## src/rtl/axi_frame_reader.sv

```systemverilog
// axi_frame_reader: AXI4 read master that fetches a 32-bit-per-pixel
// framebuffer (row-major, pixel (0,0) at C_M_AXI_TARGET_SLAVE_BASE_ADDR) and
// emits one frame as 24-bit RGB AXI4-Stream video (tuser = start of frame,
// tlast = end of line). Bursts are issued only when the pixel FIFO has room
// for a whole burst, so read data is never dropped.
// Optional feature: define AXI_FRAME_READER_LOOP_EN for continuous refresh
// (the frame restarts while frame_start is held high).
module axi_frame_reader #(
    parameter logic [31:0] C_M_AXI_TARGET_SLAVE_BASE_ADDR = 32'h4000_0000,
    parameter int          FRAME_WIDTH                    = 1920,
    parameter int          FRAME_HEIGHT                   = 1080,
    parameter int          BURST_LEN                      = 16,
    parameter int          FIFO_DEPTH                     = 64
) (
    input  logic        m_axi_aclk,
    input  logic        m_axi_aresetn,
    // AXI4 read address channel
    output logic [31:0] m_axi_araddr,
    output logic [7:0]  m_axi_arlen,
    output logic [2:0]  m_axi_arsize,
    output logic [1:0]  m_axi_arburst,
    output logic [3:0]  m_axi_arcache,
    output logic [2:0]  m_axi_arprot,
    output logic        m_axi_arvalid,
    input  logic        m_axi_arready,
    // AXI4 read data channel
    input  logic [31:0] m_axi_rdata,
    input  logic [1:0]  m_axi_rresp,
    input  logic        m_axi_rlast,
    input  logic        m_axi_rvalid,
    output logic        m_axi_rready,
    // AXI4-Stream video
    output logic [23:0] m_axis_tdata,
    output logic        m_axis_tvalid,
    input  logic        m_axis_tready,
    output logic        m_axis_tuser,
    output logic        m_axis_tlast,
    // Frame control / status
    input  logic        frame_start,
    output logic        frame_busy,
    output logic        frame_done,
    output logic        frame_error
);

    localparam int NUM_BURSTS = FRAME_WIDTH * FRAME_HEIGHT / BURST_LEN;
    localparam int BW = $clog2(NUM_BURSTS + 1);
    localparam int AW = (FIFO_DEPTH > 1) ? $clog2(FIFO_DEPTH) : 1;
    localparam int CW = AW + 1;
    localparam int XW = (FRAME_WIDTH > 1) ? $clog2(FRAME_WIDTH) : 1;
    localparam int YW = (FRAME_HEIGHT > 1) ? $clog2(FRAME_HEIGHT) : 1;
    localparam int LW = $clog2(BURST_LEN + 1);

    localparam logic [31:0] BURST_BYTES = 32'(BURST_LEN * 4);
    localparam logic [31:0] DEPTH_32    = 32'(FIFO_DEPTH);
    localparam logic [31:0] BLEN_32     = 32'(BURST_LEN);

    typedef enum logic [2:0] {
        S_IDLE,
        S_REQ,
        S_ADDR,
        S_DATA,
        S_DRAIN
    } state_t;

    state_t state, state_nxt;

    logic            start_q;
    logic            start_edge;
    logic            accept;
    logic            frame_end;
    logic            loop_restart;
    logic            room_ok;
    logic            ar_hs;
    logic            r_hs;
    logic            pix_hs;
    logic            last_pix;
    logic [BW-1:0]   burst_idx;
    logic [LW-1:0]   beats_out;

    logic [23:0]     fifo_mem [FIFO_DEPTH];
    logic [AW-1:0]   wr_ptr;
    logic [AW-1:0]   rd_ptr;
    logic [CW-1:0]   fifo_count;
    logic            fifo_empty;
    logic            fifo_full;

    logic [XW-1:0]   x_cnt;
    logic [YW-1:0]   y_cnt;
    logic            x_last;
    logic            y_last;

    // The pad byte of each pixel word carries no information.
    logic            unused_pad;
    assign unused_pad = ^m_axi_rdata[31:24];

    // Constant AR channel fields.
    assign m_axi_arlen   = 8'(BURST_LEN - 1);
    assign m_axi_arsize  = 3'h2;
    assign m_axi_arburst = 2'h1;
    assign m_axi_arcache = 4'h2;
    assign m_axi_arprot  = 3'h0;

    assign start_edge = frame_start & ~start_q;

    assign m_axi_arvalid = (state == S_ADDR);
    assign m_axi_rready  = (state == S_DATA);
    assign m_axi_araddr  = m_axi_arvalid
                         ? C_M_AXI_TARGET_SLAVE_BASE_ADDR + 32'(burst_idx) * BURST_BYTES
                         : '0;
    assign frame_busy    = (state != S_IDLE);

    assign ar_hs  = m_axi_arvalid & m_axi_arready;
    assign r_hs   = m_axi_rvalid & m_axi_rready;
    assign pix_hs = m_axis_tvalid & m_axis_tready;

    // Free entries must cover a full burst, counting beats still in flight.
    assign room_ok = (32'(fifo_count) + 32'(beats_out) + BLEN_32) <= DEPTH_32;

    assign fifo_empty = (fifo_count == '0);
    assign fifo_full  = (fifo_count == CW'(FIFO_DEPTH));

    assign m_axis_tvalid = ~fifo_empty;
    assign m_axis_tdata  = m_axis_tvalid ? fifo_mem[rd_ptr] : '0;

    assign x_last       = (x_cnt == XW'(FRAME_WIDTH - 1));
    assign y_last       = (y_cnt == YW'(FRAME_HEIGHT - 1));
    assign m_axis_tuser = m_axis_tvalid & (x_cnt == '0) & (y_cnt == '0);
    assign m_axis_tlast = m_axis_tvalid & x_last;
    assign last_pix     = pix_hs & x_last & y_last;

    // State register and start-edge history.
    // NOTE: sequential state uses non-blocking assignments so every register
    // samples pre-edge values regardless of block ordering.
    always_ff @(posedge m_axi_aclk or negedge m_axi_aresetn) begin
        if (!m_axi_aresetn) begin
            state   <= S_IDLE;
            start_q <= 1'b0;
        end else begin
            state   <= state_nxt;
            start_q <= frame_start;
        end
    end

    // Next-state logic and one-cycle control strobes.
    // NOTE: every always_comb output gets a default first so no path can
    // leave a value held, which would infer a latch.
    always_comb begin
        state_nxt    = state;
        accept       = 1'b0;
        frame_end    = 1'b0;
        loop_restart = 1'b0;
        case (state)
            S_IDLE: begin
                if (start_edge) begin
                    accept    = 1'b1;
                    state_nxt = S_REQ;
                end
            end
            S_REQ: begin
                if (room_ok) state_nxt = S_ADDR;
            end
            S_ADDR: begin
                if (m_axi_arready) state_nxt = S_DATA;
            end
            S_DATA: begin
                if (m_axi_rvalid && m_axi_rlast) begin
                    state_nxt = (burst_idx == BW'(NUM_BURSTS)) ? S_DRAIN : S_REQ;
                end
            end
            S_DRAIN: begin
                if (last_pix) begin
                    frame_end = 1'b1;
`ifdef AXI_FRAME_READER_LOOP_EN
                    if (frame_start) begin
                        loop_restart = 1'b1;
                        state_nxt    = S_REQ;
                    end else begin
                        state_nxt    = S_IDLE;
                    end
`else
                    state_nxt = S_IDLE;
`endif
                end
            end
            default: state_nxt = S_IDLE;
        endcase
    end

    // Burst index, in-flight beat count and frame status flags.
    always_ff @(posedge m_axi_aclk or negedge m_axi_aresetn) begin
        if (!m_axi_aresetn) begin
            burst_idx   <= '0;
            beats_out   <= '0;
            frame_done  <= 1'b0;
            frame_error <= 1'b0;
        end else begin
            if (accept || loop_restart) begin
                burst_idx <= '0;
            end else if (ar_hs) begin
                burst_idx <= burst_idx + BW'(1);
            end

            if (ar_hs) begin
                beats_out <= LW'(BURST_LEN);
            end else if (r_hs && beats_out != '0) begin
                beats_out <= beats_out - LW'(1);
            end

            frame_done <= frame_end;

            if (accept) begin
                frame_error <= 1'b0;
            end else if (r_hs && m_axi_rresp != 2'b00) begin
                frame_error <= 1'b1;
            end
        end
    end

    // FIFO storage.
    // NOTE: the pixel array has no reset; occupancy is tracked by the
    // pointers and count, so stale contents are never presented.
    always_ff @(posedge m_axi_aclk) begin
        if (r_hs) fifo_mem[wr_ptr] <= m_axi_rdata[23:0];
    end

    // FIFO pointers and occupancy; write and read together keep the count.
    always_ff @(posedge m_axi_aclk or negedge m_axi_aresetn) begin
        if (!m_axi_aresetn) begin
            wr_ptr     <= '0;
            rd_ptr     <= '0;
            fifo_count <= '0;
        end else begin
            if (r_hs)   wr_ptr <= wr_ptr + AW'(1);
            if (pix_hs) rd_ptr <= rd_ptr + AW'(1);
            case ({r_hs, pix_hs})
                2'b10:   fifo_count <= fifo_count + CW'(1);
                2'b01:   fifo_count <= fifo_count - CW'(1);
                default: fifo_count <= fifo_count;
            endcase
        end
    end

    // Output raster position, advanced on each stream handshake.
    always_ff @(posedge m_axi_aclk or negedge m_axi_aresetn) begin
        if (!m_axi_aresetn) begin
            x_cnt <= '0;
            y_cnt <= '0;
        end else if (pix_hs) begin
            if (x_last) begin
                x_cnt <= '0;
                y_cnt <= y_last ? '0 : y_cnt + YW'(1);
            end else begin
                x_cnt <= x_cnt + XW'(1);
            end
        end
    end

    // Bursts are only requested with room reserved, so a write into a full
    // FIFO indicates a broken space calculation.
    a_no_overflow: assert property (@(posedge m_axi_aclk) disable iff (!m_axi_aresetn)
        !(r_hs && fifo_full));

    a_full_empty_exclusive: assert property (@(posedge m_axi_aclk) disable iff (!m_axi_aresetn)
        !(fifo_full && fifo_empty));

endmodule

```

## config.mk

```make
export PLATFORM = sky130hd
export DESIGN_NAME = axi_frame_reader
export DESIGN_NICKNAME = d
export VERILOG_FILES = /design/src/rtl/axi_frame_reader.sv
export SDC_FILE = /design/constraint.sdc
export NUM_CORES = 2
export LEC_CHECK = 0
export ABC_AREA = 1
export BUFFER_PORTS_ARGS = -buffer_cell sky130_fd_sc_hd__buf_2
export CAP_MARGIN = 20
export CORE_MARGIN = 4
export CORE_UTILIZATION = 30
export CTS_CLUSTER_DIAMETER = 200
export DETAILED_ROUTE_END_ITERATION = 6
export SLEW_MARGIN = 20
export SYNTH_ARGS = -nofsm -noshare
export SYNTH_HDL_FRONTEND = slang
export SYNTH_SLANG_ARGS = --single-unit
```

## constraint.sdc

```tcl
create_clock -name m_axi_aclk -period 5.47 [get_ports m_axi_aclk]
set_input_delay 0.8205 -clock m_axi_aclk [delete_from_list [all_inputs] [get_ports m_axi_aclk]]
set_output_delay 0.8205 -clock m_axi_aclk [all_outputs]
set_load 0.02 [all_outputs]
```

* Word-level counts from Yosys, hierarchy flattened *
Memory sizes are Yosys's and may differ from the RTL's.
Index checks and enable logic that the tools add are counted.

storage, ports and cells
  bits in registers = 69
  ROM bits = 0
  output and inout bits = 84
  memories kept = 1
  bits in writable memories = 1536
  bits in latches = 0

cells by class
  div/mod/pow operators = 0
  multipliers = 0
  bitwise operators = 11
  reductions and logical operators = 16
  equal/unequal tests = 14
  muxes and demuxes = 24
  magnitude comparators = 1
  shift operators = 0
  $add $sub $neg = 11

memories
  name      words  width  rd ports  clocked after memory_dff  wr ports  line  RTL
  fifo_mem  64     24     1         0                         1         80    logic [23:0] fifo_mem [FIFO_DEPTH];

operator list
  operator                count
  $mux 17                 2
  $add 31x23->32 const A  1
  $mux 32                 1
  $mux 24                 1
  $add 11x1->11 const B   2
  $eq 11x11->1 const B    2
  $logic_not 11->1        2
  $mux 11                 2
  $mux 3                  6
  $add 17x1->17 const B   1
  $eq 17x17->1 const B    1
  $pmux 3 s5              1
  $pmux 7 s2              1
  $add 6x1->6 const B     2
  $mux 5                  2
  $reduce_bool 2->1       5
  $add 8x5->9 const B     1
  $and 1x1->1             9
  $le 9x7->1 const B      1
  $add 7x5->8             1
  $mux 1                  8
  $add 7x1->7 const B     1
  $logic_not 7->1         1
  $sub 7x1->7 const B     1
  other kinds (15)        22

* Logic depth before layout (Yosys ltp) *
  depth in word-level cells = 7
  mapped depth = 17
  gate-level depth less buffers = 17

* Least setup slack after synthesis *
OpenSTA, ideal clock, no wires.

  kind = input-to-reg
  start point = in m_axi_rvalid
  end point = mem fifo_mem[7][0] (enable)
  required time = 5.004 ns
  arrival time = 3.524 ns
  slack = 1.481 ns
  cell stages on the path = 4
  cell sequence = nand2_4 nor2_1 inv_1 nor4_1

on the way
  longest elaborated chain between the ends = 3

ends and longest elaborated chain
  element                       line  RTL
  from (decl)                   30    input logic m_axi_rvalid,
  $and 1x1->1                   113   assign r_hs = m_axi_rvalid & m_axi_rready;
  $mux 1                        223   if (r_hs) fifo_mem[wr_ptr] <= m_axi_rdata[23:0];
  $mux 1 (not written as such)  223
  to (decl)                     80

No other way between the ends.

* Worst setup path after layout *
  start point = reg rd_ptr[0]
  end point = out m_axis_tdata[16]

on the way
  longest elaborated chain between the ends = 2

ends and longest elaborated chain
  element                 line  RTL
  from (decl)             82    logic [AW-1:0] rd_ptr;
  from (signal assigned)  234   if (pix_hs) rd_ptr <= rd_ptr + AW'(1);
  $mem_v2 64x24           -
  $mux 24                 123   assign m_axis_tdata = m_axis_tvalid ? fifo_mem[rd_ptr] : '0;
  to (decl)               33    output logic [23:0] m_axis_tdata,

No other way between the ends.

==> results.ini <==
[outcome]
status = finished clean

[pwr]
finalPower_uw = 38200
ir_drop_mv = 0.697
power.density_mw_per_mm2 = 498
p_leak_uw = 0.0280

[timing]
fin_crit_ns = 5.09
hold_violations = 0
max-slew-margin-rel = 0.261
worst_pin_slew_ns = 1.11
skew_ns = 0.0694
fin_crit_sh = 0.931
finalSetupViolations = 0
rsz0062_at_grt = no
finalMaxSlewViolations = 0
setup-tns-final_ns = 0
fmax_mhz = 196

[critical_path]
cp_common_cell = nand3_1
rr_worst_depth = 9
r2r_slack_ns = 1.64
start_kind = flip-flop
worstPathRequired_ns = 4.65
slowest_delay_ns = 1.04
r2r-end = fifo_mem[27][9]
cp.arrival_ns = 4.27
worstPathMaxFanout = 55
rr_startpoint = state[1]
crit_slowest_cell = dfrtp_4
crit_type = flip-flop to output pin
cp_cell_sequence = buf_4 -> nor2_1 -> nor2_1 -> o21ai_0 -> nand3_1 -> nand3_1 -> nand2_1 -> nand3_1 -> a21oi_1 -> buf_2
endpoint_kind = output pin

[synth]
synthArstFlopShare = 0.0430
syn_avg_cell_area_um2 = 11.1
seq_area_frac_synth = 0.709
synth_edf_count = 1536
yosys.cell_types.count = 44
syn_inst = 6096
netlist_area_mm2 = 0.0675
synthFlopType = edfxtp_1
ys_ff_latch = 1605
ys.warnings.count = 0

[detailed_routing]
avgRoutedWirePerCell_um = 19.4
drt_wl_total_um = 180000
drt_iter0_markers = 4360
vias = 44300
drtPass1Iterations = 6
drtAntennaViolNets = 0
vias_per_cell = 4.77
drc = 0

[layout]
nets = 6238
fill_cells = 21700
fin_util = 0.344
syn_to_final_growth_pct = 13.7
fin_area_mm2 = 0.0767
antennaDiodeCount = 0
drive_above_1_share = 0.0926

[placement]
hpwl_um = 98600
gp_congestion = 0.818
numPortBuffers = 82
place_area_mm2 = 0.0715

[global_routing]
globalRouteOverflowTotal = 0
track_usage = 0.152
grt_pass1_vias = 42200
grt_first_pass_wirelength_um = 268000
grt_max_degree = 138
grt_antenna_before_repair = 2

[die]
core_mm2 = 0.223
io_pins = 125
die_x_um = 482
die_area_mm2 = 0.233
start_util = 0.303
rows = 173
dieHeight_um = 482

[clock_network]
cts_buffer_depth = 3
cts_tree = done
cts_setup_buffers = 0
clock_latency_ns = 0.80
h-tree-depth = 4
root_buffer = clkbuf_16
cts_resized = 0
hold_buffers = 0
cts_buffers = 165
clk_pin_slew_ns = 0.06
clock_sinks = 1605

[hold_path]
hold_path.class = input port to async pin

[run]
cap_violations = 0

-- synth_stat cells, types with 22 or more instances --
master | instances | area, um^2
and3_1 | 24 | 150
nand4_1 | 24 | 150
inv_1 | 226 | 848
edfxtp_1 | 1536 | 46100
buf_4 | 96 | 721
ha_1 | 26 | 325
buf_1 | 43 | 161
o211ai_1 | 25 | 188
buf_2 | 119 | 596
xor2_1 | 22 | 193
nand2_1 | 1727 | 6480
a21oi_1 | 123 | 616
dfrtp_1 | 69 | 1730
nand3_1 | 635 | 3180
clkbuf_1 | 99 | 372
nor2_1 | 850 | 3190
o21ai_0 | 338 | 1690
-- power breakdown --
group | total, uW | internal, uW | switching [uW]
combinational | 13300 | 3820 | 9490
clock | 10800 | 5960 | 4800
sequential | 14100 | 13700 | 368
total | 38200 | 23500 | 14700
-- state kept, by name, summed over array words and instances, names as in the netlist --
name / count
fifo_mem: 1536
burst_idx: 17
x_cnt: 11
y_cnt: 11
fifo_count: 7
rd_ptr: 6
wr_ptr: 6
beats_out: 5
state: 3
frame_done: 1
frame_error: 1
start_q: 1
-- worst max path at each step --
stage	slack [ns]	cells past startpoint	startpoint	to
floorplan	1.48	4	m_axi_rvalid	fifo_mem[7][0]
global placement	1.23	10	rd_ptr[0]	m_axis_tdata[16]
detailed placement	1.22	10	rd_ptr[0]	m_axis_tdata[16]
CTS	0.35	10	rd_ptr[0]	m_axis_tdata[16]
global route	0.20	10	rd_ptr[0]	m_axis_tdata[16]
finish	0.38	10	rd_ptr[0]	m_axis_tdata[16]
-- kinds of logic after synthesis --
family,count (synthesis),synth area share
other,2,0.000111
DFF,1605,0.709
buffers and inverters,606,0.0425
and+or+nand+nor,3329,0.202
AOI/OAI and AO/OA,502,0.0385
xor gates and xnor gates,24,0.00311
adders and majority gates,28,0.00541
-- metal layers --
layer | part of all wire | up-vias | global-route usage
met5 | 0 | - | 0
met4 | 0.034 | 0 | 0.0528
met3 | 0.064 | 285 | 0.0247
met2 | 0.48 | 1474 | 0.255
met1 | 0.42 | 21600 | 0.199
li1 | - | 20900 | -
-- through the flow --
| step | setup slack, ns | hold slack (ns) | instances |
|---|---|---|---|
| after global routing | 0.203 | 0.0437 | 9283 |
| after CTS | 0.346 | 0.0989 | 9281 |
| final | 0.377 | 0.0430 | 9283 |
| after detailed placement | 1.22 | 0.505 | 8975 |
| after global placement | 1.23 | 0.495 | 8975 |
| after floorplan | 1.48 | 0.475 | 6128 |
-- cell usage in the layout, fill, tap and decap left out, types with 4 or more instances in the layout --
master and instances:
nand2_1 1727, edfxtp_1 1536, nor2_1 788, nand3_1 635
o21ai_0 338, inv_1 223, clkbuf_16 166, buf_4 141
a21oi_1 123, buf_2 78, dfrtp_1 65, nor2_2 59
clkinv_1 41, clkinv_2 35, conb_1 34, clkbuf_1 34
ha_1 26, o211ai_1 25, and3_1 24, nand4_1 24
buf_12 24, xor2_1 22, nor3_1 19, or2_2 17
nor2_4 9, inv_2 8, or2_1 8, nor4_1 8
bufinv_16 7, o21ai_1 6, inv_6 6, clkinv_16 5
clkinvlp_4 5, clkinv_8 4
-- worst max-delay path: cells and delay by family, from the launching register on --
family          cells  cell delay (ns)
compound gates      2             0.64
flops               1             1.04
simple gates        6             0.90
buf+inv             2             0.91
-- final cells by class --
cell class	instances	area (um^2)	area share
Clock inverter	106	897	0.0117
Sequential cell	1605	47900	0.624
Clock buffer	200	4280	0.0558
Timing Repair Buffer	244	1960	0.0255
Tap cell	2975	3720	0.0485
Multi-Input combinational cell	3917	17100	0.223
Inverter	236	907	0.0118
No activity file was read; power rests on OpenSTA's default activity.
